<file path="src/rtl/osc_playback_engine_if.sv">
// Mixed-sample handshake between the playback engine and the audio output stage.
// The engine drives data/valid (master); the consumer drives ready (slave).
interface osc_playback_engine_if #(
  parameter int SAMPLE_WIDTH = 16
) ();
  logic signed [SAMPLE_WIDTH-1:0] mix_data_out;
  logic                           mix_valid_out;
  logic                           mix_ready_in;

  modport master (output mix_data_out, output mix_valid_out, input mix_ready_in);
  modport slave  (input mix_data_out, input mix_valid_out, output mix_ready_in);
endinterface

</file>
<file path="src/rtl/osc_playback_engine.sv">
// Wavetable playback: one phase step per oscillator per sample tick, BRAM readback,
// saturating mix, and valid/ready presentation of one mixed sample per period.
//
// state     | meaning
// ----------+-----------------------------------------------------------
// S_IDLE    | waiting for the sample tick
// S_ADVANCE | drive BRAM indices from current phases, step phases
// S_WAIT    | BRAM read latency
// S_ACCUM   | sum returned samples of enabled oscillators
// S_SAT     | clamp sum into mix_data_out, raise valid
// S_PRESENT | hold sample until consumer accepts; ticks here are overruns
module osc_playback_engine #(
  parameter int NUM_OSCILLATORS = 4,
  parameter int SAMPLE_WIDTH    = 16,
  parameter int WW_WIDTH        = 18,
  parameter int PHASE_FRAC      = 12,
  parameter int SAMPLE_PERIOD   = 2268,
  parameter int BRAM_LATENCY    = 2
) (
  input  logic                             clk_in,
  input  logic                             rst_n_in,
  input  logic [WW_WIDTH-1:0]              wave_width_in,
  input  logic [NUM_OSCILLATORS-1:0]       osc_is_on_in,
  input  logic [WW_WIDTH+PHASE_FRAC-1:0]   osc_step_in   [NUM_OSCILLATORS],
  output logic [WW_WIDTH-1:0]              osc_index_out [NUM_OSCILLATORS],
  input  logic signed [SAMPLE_WIDTH-1:0]   osc_data_in   [NUM_OSCILLATORS],
  osc_playback_engine_if.master            mix_if,
  output logic [7:0]                       overrun_count_out
);

  localparam int PW    = WW_WIDTH + PHASE_FRAC;
  localparam int SUM_W = SAMPLE_WIDTH + $clog2(NUM_OSCILLATORS);
  localparam int TW    = $clog2(SAMPLE_PERIOD);
  localparam int WC_W  = $clog2(BRAM_LATENCY + 1);

  localparam logic signed [SUM_W-1:0] SAT_MAX =
    {{(SUM_W-SAMPLE_WIDTH+1){1'b0}}, {(SAMPLE_WIDTH-1){1'b1}}};
  localparam logic signed [SUM_W-1:0] SAT_MIN =
    {{(SUM_W-SAMPLE_WIDTH+1){1'b1}}, {(SAMPLE_WIDTH-1){1'b0}}};

  typedef enum logic [2:0] {
    S_IDLE, S_ADVANCE, S_WAIT, S_ACCUM, S_SAT, S_PRESENT
  } state_t;

  state_t                      state;
  logic [TW-1:0]               tick_cnt;
  logic                        tick;
  logic [WC_W-1:0]             wait_cnt;
  logic [PW-1:0]               phase     [NUM_OSCILLATORS];
  logic [PW-1:0]               phase_nxt [NUM_OSCILLATORS];
  logic [NUM_OSCILLATORS-1:0]  en_q;
  logic signed [SUM_W-1:0]     acc;
  logic signed [SUM_W-1:0]     acc_q;
  logic signed [SAMPLE_WIDTH-1:0] sat;
  logic                        width_zero;
  logic [PW:0]                 wrap_span;

  assign tick       = (tick_cnt == TW'(SAMPLE_PERIOD - 1));
  assign width_zero = (wave_width_in == '0);
  assign wrap_span  = {1'b0, wave_width_in, {PHASE_FRAC{1'b0}}};

  // The sum keeps its carry bit so a step near the top of the range still wraps correctly.
  always_comb begin
    for (int i = 0; i < NUM_OSCILLATORS; i++) begin
      logic [PW:0] s;
      s = {1'b0, phase[i]} + {1'b0, osc_step_in[i]};
      if (s[PW:PHASE_FRAC] >= {1'b0, wave_width_in}) s = s - wrap_span;
      if (s[PW:PHASE_FRAC] >= {1'b0, wave_width_in}) s = '0;
      phase_nxt[i] = s[PW-1:0];
    end
  end

  always_comb begin
    acc = '0;
    for (int i = 0; i < NUM_OSCILLATORS; i++) begin
      if (en_q[i]) acc = acc + SUM_W'(osc_data_in[i]);
    end
  end

  always_comb begin
    if (acc_q > SAT_MAX)      sat = SAT_MAX[SAMPLE_WIDTH-1:0];
    else if (acc_q < SAT_MIN) sat = SAT_MIN[SAMPLE_WIDTH-1:0];
    else                      sat = acc_q[SAMPLE_WIDTH-1:0];
  end

  always_ff @(posedge clk_in or negedge rst_n_in) begin
    if (!rst_n_in) begin
      state                <= S_IDLE;
      tick_cnt             <= '0;
      wait_cnt             <= '0;
      en_q                 <= '0;
      acc_q                <= '0;
      mix_if.mix_data_out  <= '0;
      mix_if.mix_valid_out <= 1'b0;
      overrun_count_out    <= '0;
      for (int i = 0; i < NUM_OSCILLATORS; i++) begin
        phase[i]         <= '0;
        osc_index_out[i] <= '0;
      end
    end else begin
      tick_cnt <= tick ? '0 : tick_cnt + TW'(1);
      case (state)
        S_IDLE: if (tick) state <= S_ADVANCE;
        S_ADVANCE: begin
          for (int i = 0; i < NUM_OSCILLATORS; i++) begin
            if (!osc_is_on_in[i] || width_zero) begin
              phase[i]         <= '0;
              osc_index_out[i] <= '0;
            end else begin
              osc_index_out[i] <= phase[i][PW-1:PHASE_FRAC];
              phase[i]         <= phase_nxt[i];
            end
          end
          en_q     <= width_zero ? '0 : osc_is_on_in;
          wait_cnt <= WC_W'(BRAM_LATENCY - 1);
          state    <= S_WAIT;
        end
        S_WAIT: begin
          if (wait_cnt == '0) state <= S_ACCUM;
          else                wait_cnt <= wait_cnt - WC_W'(1);
        end
        S_ACCUM: begin
          acc_q <= acc;
          state <= S_SAT;
        end
        S_SAT: begin
          mix_if.mix_data_out  <= sat;
          mix_if.mix_valid_out <= 1'b1;
          state                <= S_PRESENT;
        end
        S_PRESENT: begin
          // A tick here is dropped: the pending sample wins over a new phase step.
          if (tick && overrun_count_out != 8'hFF)
            overrun_count_out <= overrun_count_out + 8'd1;
          if (mix_if.mix_ready_in) begin
            mix_if.mix_valid_out <= 1'b0;
            state                <= S_IDLE;
          end
        end
        default: state <= S_IDLE;
      endcase
    end
  end

endmodule
</file>
<file path="src/flat_wrapper.sv">
// flat-port wrapper written by rule: the top's interface ports become plain ports
module osc_playback_engine_flat 
#(
  parameter int NUM_OSCILLATORS = 4,
  parameter int SAMPLE_WIDTH    = 16,
  parameter int WW_WIDTH        = 18,
  parameter int PHASE_FRAC      = 12,
  parameter int SAMPLE_PERIOD   = 2268,
  parameter int BRAM_LATENCY    = 2
)
  (clk_in, rst_n_in, wave_width_in, osc_is_on_in, osc_step_in, osc_index_out, osc_data_in, overrun_count_out, mix_if_mix_data_out, mix_if_mix_valid_out, mix_if_mix_ready_in);
  osc_playback_engine_if #(.SAMPLE_WIDTH(SAMPLE_WIDTH)) mix_if_i ();
  input  logic clk_in;
  input  logic rst_n_in;
  input  logic [WW_WIDTH-1:0] wave_width_in;
  input  logic [NUM_OSCILLATORS-1:0] osc_is_on_in;
  input  logic [WW_WIDTH+PHASE_FRAC-1:0] osc_step_in[NUM_OSCILLATORS];
  output logic [WW_WIDTH-1:0] osc_index_out[NUM_OSCILLATORS];
  input  logic signed [SAMPLE_WIDTH-1:0] osc_data_in[NUM_OSCILLATORS];
  output logic [7:0] overrun_count_out;
  output wire logic [$bits(mix_if_i.mix_data_out)-1:0] mix_if_mix_data_out;
  output wire logic [$bits(mix_if_i.mix_valid_out)-1:0] mix_if_mix_valid_out;
  input wire logic [$bits(mix_if_i.mix_ready_in)-1:0] mix_if_mix_ready_in;
  assign mix_if_mix_data_out = mix_if_i.mix_data_out;
  assign mix_if_mix_valid_out = mix_if_i.mix_valid_out;
  assign mix_if_i.mix_ready_in = mix_if_mix_ready_in;
  osc_playback_engine #(.NUM_OSCILLATORS(NUM_OSCILLATORS), .SAMPLE_WIDTH(SAMPLE_WIDTH), .WW_WIDTH(WW_WIDTH), .PHASE_FRAC(PHASE_FRAC), .SAMPLE_PERIOD(SAMPLE_PERIOD), .BRAM_LATENCY(BRAM_LATENCY)) u_core (.clk_in(clk_in), .rst_n_in(rst_n_in), .wave_width_in(wave_width_in), .osc_is_on_in(osc_is_on_in), .osc_step_in(osc_step_in), .osc_index_out(osc_index_out), .osc_data_in(osc_data_in), .mix_if(mix_if_i), .overrun_count_out(overrun_count_out));
endmodule
</file>
<file path="config.mk">
export PLATFORM = sky130hd
export DESIGN_NAME = osc_playback_engine_flat
export DESIGN_NICKNAME = d
export VERILOG_FILES = /design/src/rtl/osc_playback_engine_if.sv /design/src/rtl/osc_playback_engine.sv /design/src/flat_wrapper.sv
export SDC_FILE = /design/constraint.sdc
export NUM_CORES = 1
export LEC_CHECK = 0
export BUFFER_PORTS_ARGS = -buffer_cell sky130_fd_sc_hd__buf_2
export CAP_MARGIN = 20
export CORE_ASPECT_RATIO = 2
export CORE_MARGIN = 5
export CORE_UTILIZATION = 35
export CTS_CLUSTER_SIZE = 16
export DETAILED_ROUTE_END_ITERATION = 12
export GPL_TIMING_DRIVEN = 0
export PLACE_DENSITY = 0.61
export SLEW_MARGIN = 30
export SYNTH_ARGS = -nofsm -noshare
export SYNTH_HDL_FRONTEND = slang
export SYNTH_SLANG_ARGS = --single-unit
export TNS_END_PERCENT = 50
</file>
<file path="constraint.sdc">
create_clock -name clk_in -period 7.3 [get_ports clk_in]
set_input_delay 0 -clock clk_in [delete_from_list [all_inputs] [get_ports clk_in]]
set_output_delay 0 -clock clk_in [all_outputs]
set_load 0.02 [all_outputs]
</file>
# After elaboration in Yosys (flattened, before gate mapping)
# Index checks and enable logic that the tools add are counted.
[word_totals] register_bits=256 inputBits=209 out_inout_bits=97 wordCells=101
[op_classes] add_sub_neg=14 magnitude_cmp=10 eq_ne=11 muxes=32 reduce_logical=18
[ops] cell="30-bit two-way mux" n=8
[ops] cell="19-bit by 18-bit >= comparator with 1-bit output" n=8
[ops] cell="18-bit two-way mux" n=8
[ops] cell="30-bit by 30-bit adder with 31-bit output" n=4
[ops] cell="31-bit two-way mux" n=4
[ops] cell="31-bit by 30-bit subtractor with 31-bit output" n=4
[ops] cell="18-bit by 16-bit adder with 18-bit output" n=3
[ops] cell="16-bit two-way mux" n=2
[ops] cell="18-bit by 16-bit greater-than comparator with 1-bit output, second input constant" n=1
[ops] cell="18-bit zero test" n=1
[ops] cell="18-bit by 16-bit less-than comparator with 1-bit output, second input constant" n=1
[ops] cell="3-bit one-hot mux with 6 select lines" n=1
[ops] cell="12-bit by 1-bit adder with 12-bit output, second input constant" n=1
[ops] cell="12-bit == test, second input constant" n=1
[ops] cell="12-bit two-way mux" n=1
[ops] cell="3-bit two-way mux" n=3
[ops] cell="8-bit by 1-bit adder with 8-bit output, second input constant" n=1
[ops] cell="8-bit inequality test, second input constant" n=1
[ops] cell="3-bit by 2-bit == test with 1-bit output, second input constant" n=2
[ops] cell="3-bit == test, second input constant" n=2
[ops] cell="2-bit AND reduction" n=3
[ops] cell="1-bit zero test" n=4
[ops] cell="1-bit logical OR" n=4
[ops] cell="4-bit two-way mux" n=1
[ops] cell="13 further kinds" n=16

# Longest topological paths before layout
# Gate-level depths: netlist (run 1).
[logic_depth] ltp_word=7 depth_mapped=35 ltp_nobuf=32

# Least setup slack after synthesis (run 1)
# Ideal clock, no wire load.
[synth_timing] path_type="reg-to-reg" from="reg u_core.phase[63] (netlist name)" to="reg u_core.phase[78] (netlist name)" setup_ns=0.065 arrival_ns=6.597 t_required_ns=7.235 setup_slack_ns=0.637 stages_incl_launch_ff=33 n_path_buf=2 synth_period_minus_slack_ns=6.663 path_cell_list="dfrtp_1 > ha_1 > a21oi_1 > nor2b_1 > a311o_1 > a41o_2 > a21oi_1 > o21ai_0 > a21oi_1 > xor2_1 > inv_1 > ha_1 > nor2b_1 > o21a_1 > o21ai_0 > a211oi_1 > o21a_1 > o41ai_1 > or2b_1 > and2b_2 > mux2_2 > ha_1 > nand2b_1 > a21o_1 > a21oi_1 > o21ai_0 > a211oi_1 > o41ai_1 > a311oi_1 > o21a_1 > buf_2 > buf_4 > a22o_1"
[synth_between] elab_chain_cells=6 word_cells_on_any_way=7 cone_classes="2 x add/sub; 2 x order compare; 3 x mux"
[synth_lines] item="start, declared" line_no="osc_playback_engine.sv:49" source="logic [PW-1:0] phase [NUM_OSCILLATORS];"
[synth_lines] item="start signal, assigned by index" line_no="osc_playback_engine.sv:111" source="phase[i] <= phase_nxt[i];"
[synth_lines] item="30-bit by 30-bit adder with 31-bit output *" line_no="osc_playback_engine.sv:66" source="s = {1'b0, phase[i]} + {1'b0, osc_step_in[i]};"
[synth_lines] item="31-bit by 30-bit subtractor with 31-bit output or 19-bit by 18-bit >= comparator with 1-bit output (tied branches)" line_no="osc_playback_engine.sv:67" source="if (s[PW:PHASE_FRAC] >= {1'b0, wave_width_in}) s = s - wrap_span;"
[synth_lines] item="31-bit two-way mux *" line_no="osc_playback_engine.sv:67"
[synth_lines] item="19-bit by 18-bit >= comparator with 1-bit output" line_no="osc_playback_engine.sv:68" source="if (s[PW:PHASE_FRAC] >= {1'b0, wave_width_in}) s = '0;"
[synth_lines] item="30-bit two-way mux *" line_no="osc_playback_engine.sv:68"
[synth_lines] item="30-bit two-way mux *" line_no="osc_playback_engine.sv:106" source="if (!osc_is_on_in[i] || width_zero) begin"
# Mark *: on every way between the ends. The rest lies on a longest branch, timed or not.
# A chain may end at the register's enable or synchronous reset.

# Worst setup path after layout (run 1)
[layout_timing] from="reg u_core.phase[63] (netlist name)" to="reg u_core.phase[88] (netlist name)"
# The elaborated chain is that of the path after synthesis.

==> impl_results.md, run 1 <==
* Status: completed
* Mapped Area at 24100 um2
* Pre-CTS setup slack at -0.973 ns
* Yosys cell types at 92
* Initial Util at 0.352
* Sequential area share after synthesis at 0.266
* Worst Setup EP: u_core.phase[88]
* Worst-Margin Slew at 0.947 ns
* Routed WL per cell at 19.5 um
* Crit path time final at 7.01 ns
* Core area at roughly 68000 um2
* VDD IR-drop max at 0.000325 V
* Net Switching at 8.33 mW
* DR DRC count at 0
* Clock buffer count from CTS at 29
* Wirelength, routed at 80.6 mm
* WHS at 0.0300 ns
* Fin crit share at 0.960
* Power per cell area at roughly 570 nW/um2
* Clock sink total at 256
* Max_cap viols at 0
* Die extent in x at about 200 um
* Post-layout util at 0.436
* Worst-case reg-to-reg path depth at 35
* # setup viols final at 0
* CTS tree: built
* Largest net degree at the start of global routing at 74
* CP Class: reg2reg
* Post-DR vias/cell at between 5 and 6
* CP max-delay cell: dfrtp_1
* HP Class: in2reg
* Clock network fraction of total power at 0.087
* YS warnings at 0
* Leak at 14.6 nW
* RSZ-0062 raised after global routing: yes
* Seq pwr share at 0.142
* Clk_lat worst skew at 0.60 ns
* DR iter-0 viols at 1129
* #FFs+latches synth at 256
* Initial antenna violation count at 14
* Setup ws final at 0.292 ns
* Largest area contributor in the netlist: dfrtp_1
* Req. time, crit path at 7.82 ns
* Post-synthesis cell count at ~2.8k
* I/O pin count at slightly above 300
* Layout overhead on the synthesized area at 23.8%
* Worst Setup SP: u_core.phase[63]
* Count of input and output buffers at 305
* Routability congestion estimate at 0.917
* CP Depth at 35
* Total global routing overflow at 0
* Total GRT Usage at 0.205
* Worst R2R End: u_core.phase[88]
* Clock root cell: clkbuf_16
* CP peak stage delay at between 0.3 and 0.4 ns
* Setup crit end kind: register
* Synth Flop Type: dfrtp_1
* Die H at between 300 and 400 um
* H-tree levels at 1
* Pre-antenna DRT Iters at 5
* Nets at 3743
* Critical path's top delay family: compound AO/OA/AOI/OAI gates
* Syn_area_per_cell at 8.71 um2
* Most frequent cells in the layout: buf_2, ha_1, nand2_1
* DP HPWL at 62.9 mm
* Fraction of layout cells with a size suffix above 1 at 0.202
* Top area cells in the synthesized netlist: dfrtp_1, ha_1, o21ai_0
* Most common cell after layout, fill and taps aside: buf_2
* CTS clk-pin slew, worst paths at approximately 0.070 ns
* Comb power frac at 0.771
* Relative slew slack at 0.369
* Syn Nets at around 3.3k
* Fmax at 143 MHz
* Fin. Hold Viols at 0
* Worst Path Buf+Inv at 6
* Global-route wire length before repair at 124 mm
* R2R Path Start: u_core.phase[63]
* EDFF count, synth at 0
* Cell Rows at 136
* Fin. max-slew vios at 0
* Die Area at 74400 um2
* Placed cell count at just under 4k
* Synth top area share at 0.266
* Clk_skew at 0.0328 ns
* Fill count at 6797
* Vias at between 20k and 25k
* Reg2reg setup slack at 0.29 ns
* Vias in the first global route at around 22k
* DRT antenna net count at 0
* Switching Fraction at 0.492
* Share of flip-flops with an asynchronous set or reset after synthesis at 1.00
* Int Power at 8.61 mW
* Critical path peak fanout at 10
* Crit start category: register
* Bufs on Longest Clock Path at 3
* Post-Layout Cell Count at 4132
* WP data arrival at 7.53 ns
[stage by stage]
step                setup TNS, ns  power [mW]  instance area, um2
finish                          0        16.9               29800
floorplan                       0        11.2               24100
global route                -2.00        18.4               29800
detailed placement         -78.32        14.0               26800
CTS                       -0.0211        15.9               28700
global placement           -68.63        13.7               26700
[cells in the mapped netlist (52+ instances only)]
cell type,instances
a22o_1,128
ha_1,317
dfrtp_1,256
inv_1,110
o21ai_0,228
clkbuf_1,65
nor2_1,157
mux2_2,52
xor2_1,92
a21o_1,113
nand2_1,276
a21oi_1,194
xnor2_1,117
[per-layer routing]
metal	routed length, um	track usage
met3	5860	0.0372
met4	2240	0.0536
met1	35800	0.280
met5	72	0
met2	36700	0.333
[cells by family after synthesis]
group / Yosys count / share of synthesized area
AOI/OAI and AO/OA: 930 / 0.259
xor gates and xnor gates: 209 / 0.0761
adders and majority gates: 328 / 0.174
buffers and inverters: 198 / 0.0329
DFF: 256 / 0.266
muxes: 91 / 0.0422
and+or+nand+nor: 751 / 0.149
[power by group through the flow]
stage          logic [mW]  registers [mW]  clock network [mW]
2_1_floorplan        8.63            2.53                   0
3_3_place_gp         11.3            2.41                   0
3_5_place_dp         11.5            2.42                   0
4_1_cts              12.0            2.40                1.53
5_1_grt              14.4            2.48                1.57
6_report             13.1            2.41                1.48
[final cells by class]
cell class              instances  area (um2)  area share
clock buffers                  32         747      0.0251
plain buffers                  84         479      0.0161
clock inverters                21         190     0.00638
flip-flops and latches        256        6410       0.215
well taps                     897        1120      0.0377
multi-input cells            2309       17800       0.597
repair buffers                414        2620      0.0878
diodes                          7        17.5    0.000588
inverters                     112         420      0.0141
[sequential cells by signal, indices dropped and copies added (netlist names)]
| signal | cells |
|---|---|
| u_core.acc_q | 18 |
| u_core.mix_if.mix_data_out | 16 |
| u_core.wait_cnt | 2 |
| u_core.phase | 120 |
| u_core.osc_index_out | 72 |
| u_core.mix_if.mix_valid_out | 1 |
| u_core.state | 3 |
| u_core.overrun_count_out | 8 |
| u_core.tick_cnt | 12 |
| u_core.en_q | 4 |
[what timing repair did]
action / in CTS / in global routing
buffers inserted: 8 / 39
setup endpoints to repair: 120 / 120
hold buffers: 57 / 0
pin swaps: 15 / 73
endpoints found under the hold margin: 304 / 0
cloned: 0 / 2
resized for setup: 81 / 156
[worst reg2reg max path: cells and delay by family, from the launching register on]
family | cells | cell delay (ns)
adders and majority gates | 3 | 0.91
xor gates and xnor gates | 1 | 0.22
buffers and inverters | 6 | 0.82
AOI/OAI and AO/OA | 20 | 3.77
muxes | 1 | 0.34
and+or+nand+nor | 4 | 0.49
DFF | 1 | 0.39
[worst min path at each step]
stage               slack (ns)  cells past startpoint                start                        endpoint
CTS                      0.002                      5      osc_step_in[29]                u_core.phase[29]
global placement          0.29                      4  mix_if_mix_ready_in     u_core.mix_if.mix_valid_out
detailed placement       -0.03                      1             rst_n_in  u_core.mix_if.mix_data_out[12]
global route              0.05                      5      osc_step_in[29]                u_core.phase[29]
floorplan                -0.30                      0             rst_n_in                 u_core.acc_q[0]
finish                    0.03                      5      osc_step_in[29]                u_core.phase[29]
Power figures use the tool's default switching activity.
==> run 2: changes to the inputs <==
--- a/config.mk
+++ b/config.mk
@@ -7,13 +7,15 @@
 export LEC_CHECK = 0
 export BUFFER_PORTS_ARGS = -buffer_cell sky130_fd_sc_hd__buf_2
 export CAP_MARGIN = 20
+export CELL_PAD_IN_SITES_DETAIL_PLACEMENT = 0
+export CELL_PAD_IN_SITES_GLOBAL_PLACEMENT = 2
 export CORE_ASPECT_RATIO = 2
 export CORE_MARGIN = 5
 export CORE_UTILIZATION = 35
 export CTS_CLUSTER_SIZE = 16
 export DETAILED_ROUTE_END_ITERATION = 12
 export GPL_TIMING_DRIVEN = 0
-export PLACE_DENSITY = 0.61
+export PLACE_DENSITY = 0.87
 export SLEW_MARGIN = 30
 export SYNTH_ARGS = -nofsm -noshare
 export SYNTH_HDL_FRONTEND = slang
==> run 2 against run 1 <==
  * Cell area up 0.27%
  * Critical path depth decreased by 2
  * First-iteration DRC count is 5.2% lower
  * Clock skew fell by 0.019 ns
  * Combinational power hardly changed
  * Sequential power about the same
  * Wire length rose by 2.1%
  * Core utilization grew 0.12 points
  * Total power grew 0.44%
  * Cell count increased by 0.17%
  * Clock power grew 11%
  * Largest power group unchanged
  * Highest routed layer unchanged
==> impl_results.md, run 2 (same netlist as run 1, synthesis figures left out) <==
* Setup crit end kind: register
* H-tree levels at 1
* DR iter-0 viols at 1070
* Pre-CTS setup slack at -1.15 ns
* Placed cell count at 3968
* Metal3 WL at 5.15 mm
* R2R Path Start: u_core.phase[90]
* Fraction of layout cells with a size suffix above 1 at 0.200
* DP HPWL at 64.2 mm
* Most common cell after layout, fill and taps aside: buf_2
* Reg2reg setup slack at 0.15 ns
* Die H at around 380 um
* VDD IR-drop max at approximately 0.00022 V
* DR DRC count at 0
* Biggest regs: u_core.phase (120), u_core.osc_index_out (72), u_core.acc_q (18)
* Count of input and output buffers at between 300 and 400
* Status: completed
* Crit path time final at 7.15 ns
* Top Layer Used: met5
* HP Class: in2reg
* Fin. max-slew vios at 0
* Fin crit share at 0.980
* CP peak stage delay at 0.41 ns
* CP Class: reg2reg
* Cell Rows at 136
* Wire length on met1 at 36.8 mm
* Initial Util at 0.352
* Max_cap viols at 0
* Core area at between 60000 and 70000 um2
* Wirelength, routed at 82.3 mm
* WP data arrival at 7.68 ns
* Worst Setup EP: u_core.phase[94]
* Clk_skew at 0.0138 ns
* Bufs on Longest Clock Path at 3
* CP max-delay cell: dfrtp_1
* Die extent in x at 195 um
* Worst-case reg-to-reg path depth at 33
* Post-DR vias/cell at 5.48
* Setup ws final at 0.147 ns
* Layout overhead on the synthesized area at 24.2%
* Routability congestion estimate at about 0.89
* Worst R2R End: u_core.phase[94]
* Pwr Total at 17.0 mW
* Req. time, crit path at 7.83 ns
* Fin. Hold Viols at 0
* CP dominant cell by count: o31a_1
* Fmax at 140 MHz
* Post-Layout Cell Count at 4139
* Relative slew slack at 0.374
* Most frequent cells in the layout: buf_2, ha_1, nand2_1
* Pre-antenna DRT Iters at 5
* DRT antenna net count at 0
* Clock root cell: clkbuf_16
* WHS at 0.0441 ns
* Vias in the first global route at 22.4k
* Routed WL per cell at 19.9 um
* Leak at 14.7 nW
* Die Area at 74400 um2
* Initial antenna violation count at 12
* RSZ-0062 raised after global routing: yes
* Clk_lat worst skew at 0.59 ns
* Worst Setup SP: u_core.phase[90]
* Total global routing overflow at 0
* Crit start category: register
* Critical path peak fanout at 10
* Worst-Margin Slew at 0.939 ns
* Max reg flops at 120
* I/O pin count at around 300
* Largest net degree at the start of global routing at 77
* # setup viols final at 0
* CTS clk-pin slew, worst paths at 0.07 ns
* Met2 wire length at 37.8 mm
* Vias at 22.7k
* Nets at ~3.8k
* CTS tree: built
* Global-route wire length before repair at 126 mm
* Clock sink total at 256
* Clock buffer count from CTS at 29
* Total GRT Usage at 0.209
* Power per cell area at 570 nW/um2
* Biggest register: u_core.phase
## run 2: metal layers
layer	track usage	up-vias
li1	-	11100
met1	0.285	10800
met2	0.348	606
met3	0.0332	130
met4	0.0537	16
met5	0	-
## run 2: critical path: cells and delay by family (launching register included)
| kind | cells | cell delay (ns) |
|---|---|---|
| simple gates | 5 | 0.80 |
| xor+xnor | 1 | 0.18 |
| fa+ha+maj | 4 | 0.93 |
| flops | 1 | 0.41 |
| buf+inv | 5 | 0.63 |
| compound gates | 17 | 3.79 |
| mux | 1 | 0.32 |
## run 2: timing repair
action | 4_1_cts | 5_1_grt
gates cloned | 0 | 1
hold endpoints to repair | 162 | 0
pin swaps | 27 | 73
setup endpoints to repair | 120 | 120
hold buffers | 58 | 0
resized for setup | 88 | 127
buffers inserted | 22 | 34
## run 2: worst min-delay path by stage
| stage | startpoint | to | cells after the start |
|---|---|---|---|
| 2_1_floorplan | rst_n_in | u_core.acc_q[0] | 0 |
| 3_3_place_gp | mix_if_mix_ready_in | u_core.mix_if.mix_valid_out | 4 |
| 3_5_place_dp | rst_n_in | u_core.mix_if.mix_data_out[8] | 1 |
| 4_1_cts | osc_step_in[99] | u_core.phase[99] | 4 |
| 5_1_grt | osc_step_in[99] | u_core.phase[99] | 4 |
| 6_report | osc_step_in[99] | u_core.phase[99] | 4 |
## run 2: final cells by class
type                    count  area [um2]
clock buffers              34         774
clock inverters            20         292
inverters                 112         420
flip-flops and latches    256        6410
diodes                      4        10.0
fillers                  6891       38500
multi-input cells        2309       17700
plain buffers              84         469
repair buffers            423        2670
well taps                 897        1120
## run 2: power by group
group | internal, mW | switching [mW]
logic | 5.80 | 7.18
registers | 1.96 | 0.420
clock network | 0.983 | 0.672
## run 2: stage by stage
step / util / setup TNS, ns / cell area, um2
2_1_floorplan: - / 0 / 24100
3_3_place_gp: 0.390 / -71.76 / 26700
3_5_place_dp: 0.392 / -78.63 / 26800
5_1_grt: 0.437 / -1.16 / 29900
4_1_cts: 0.424 / -0.00243 / 29000
6_report: 0.437 / 0 / 29900
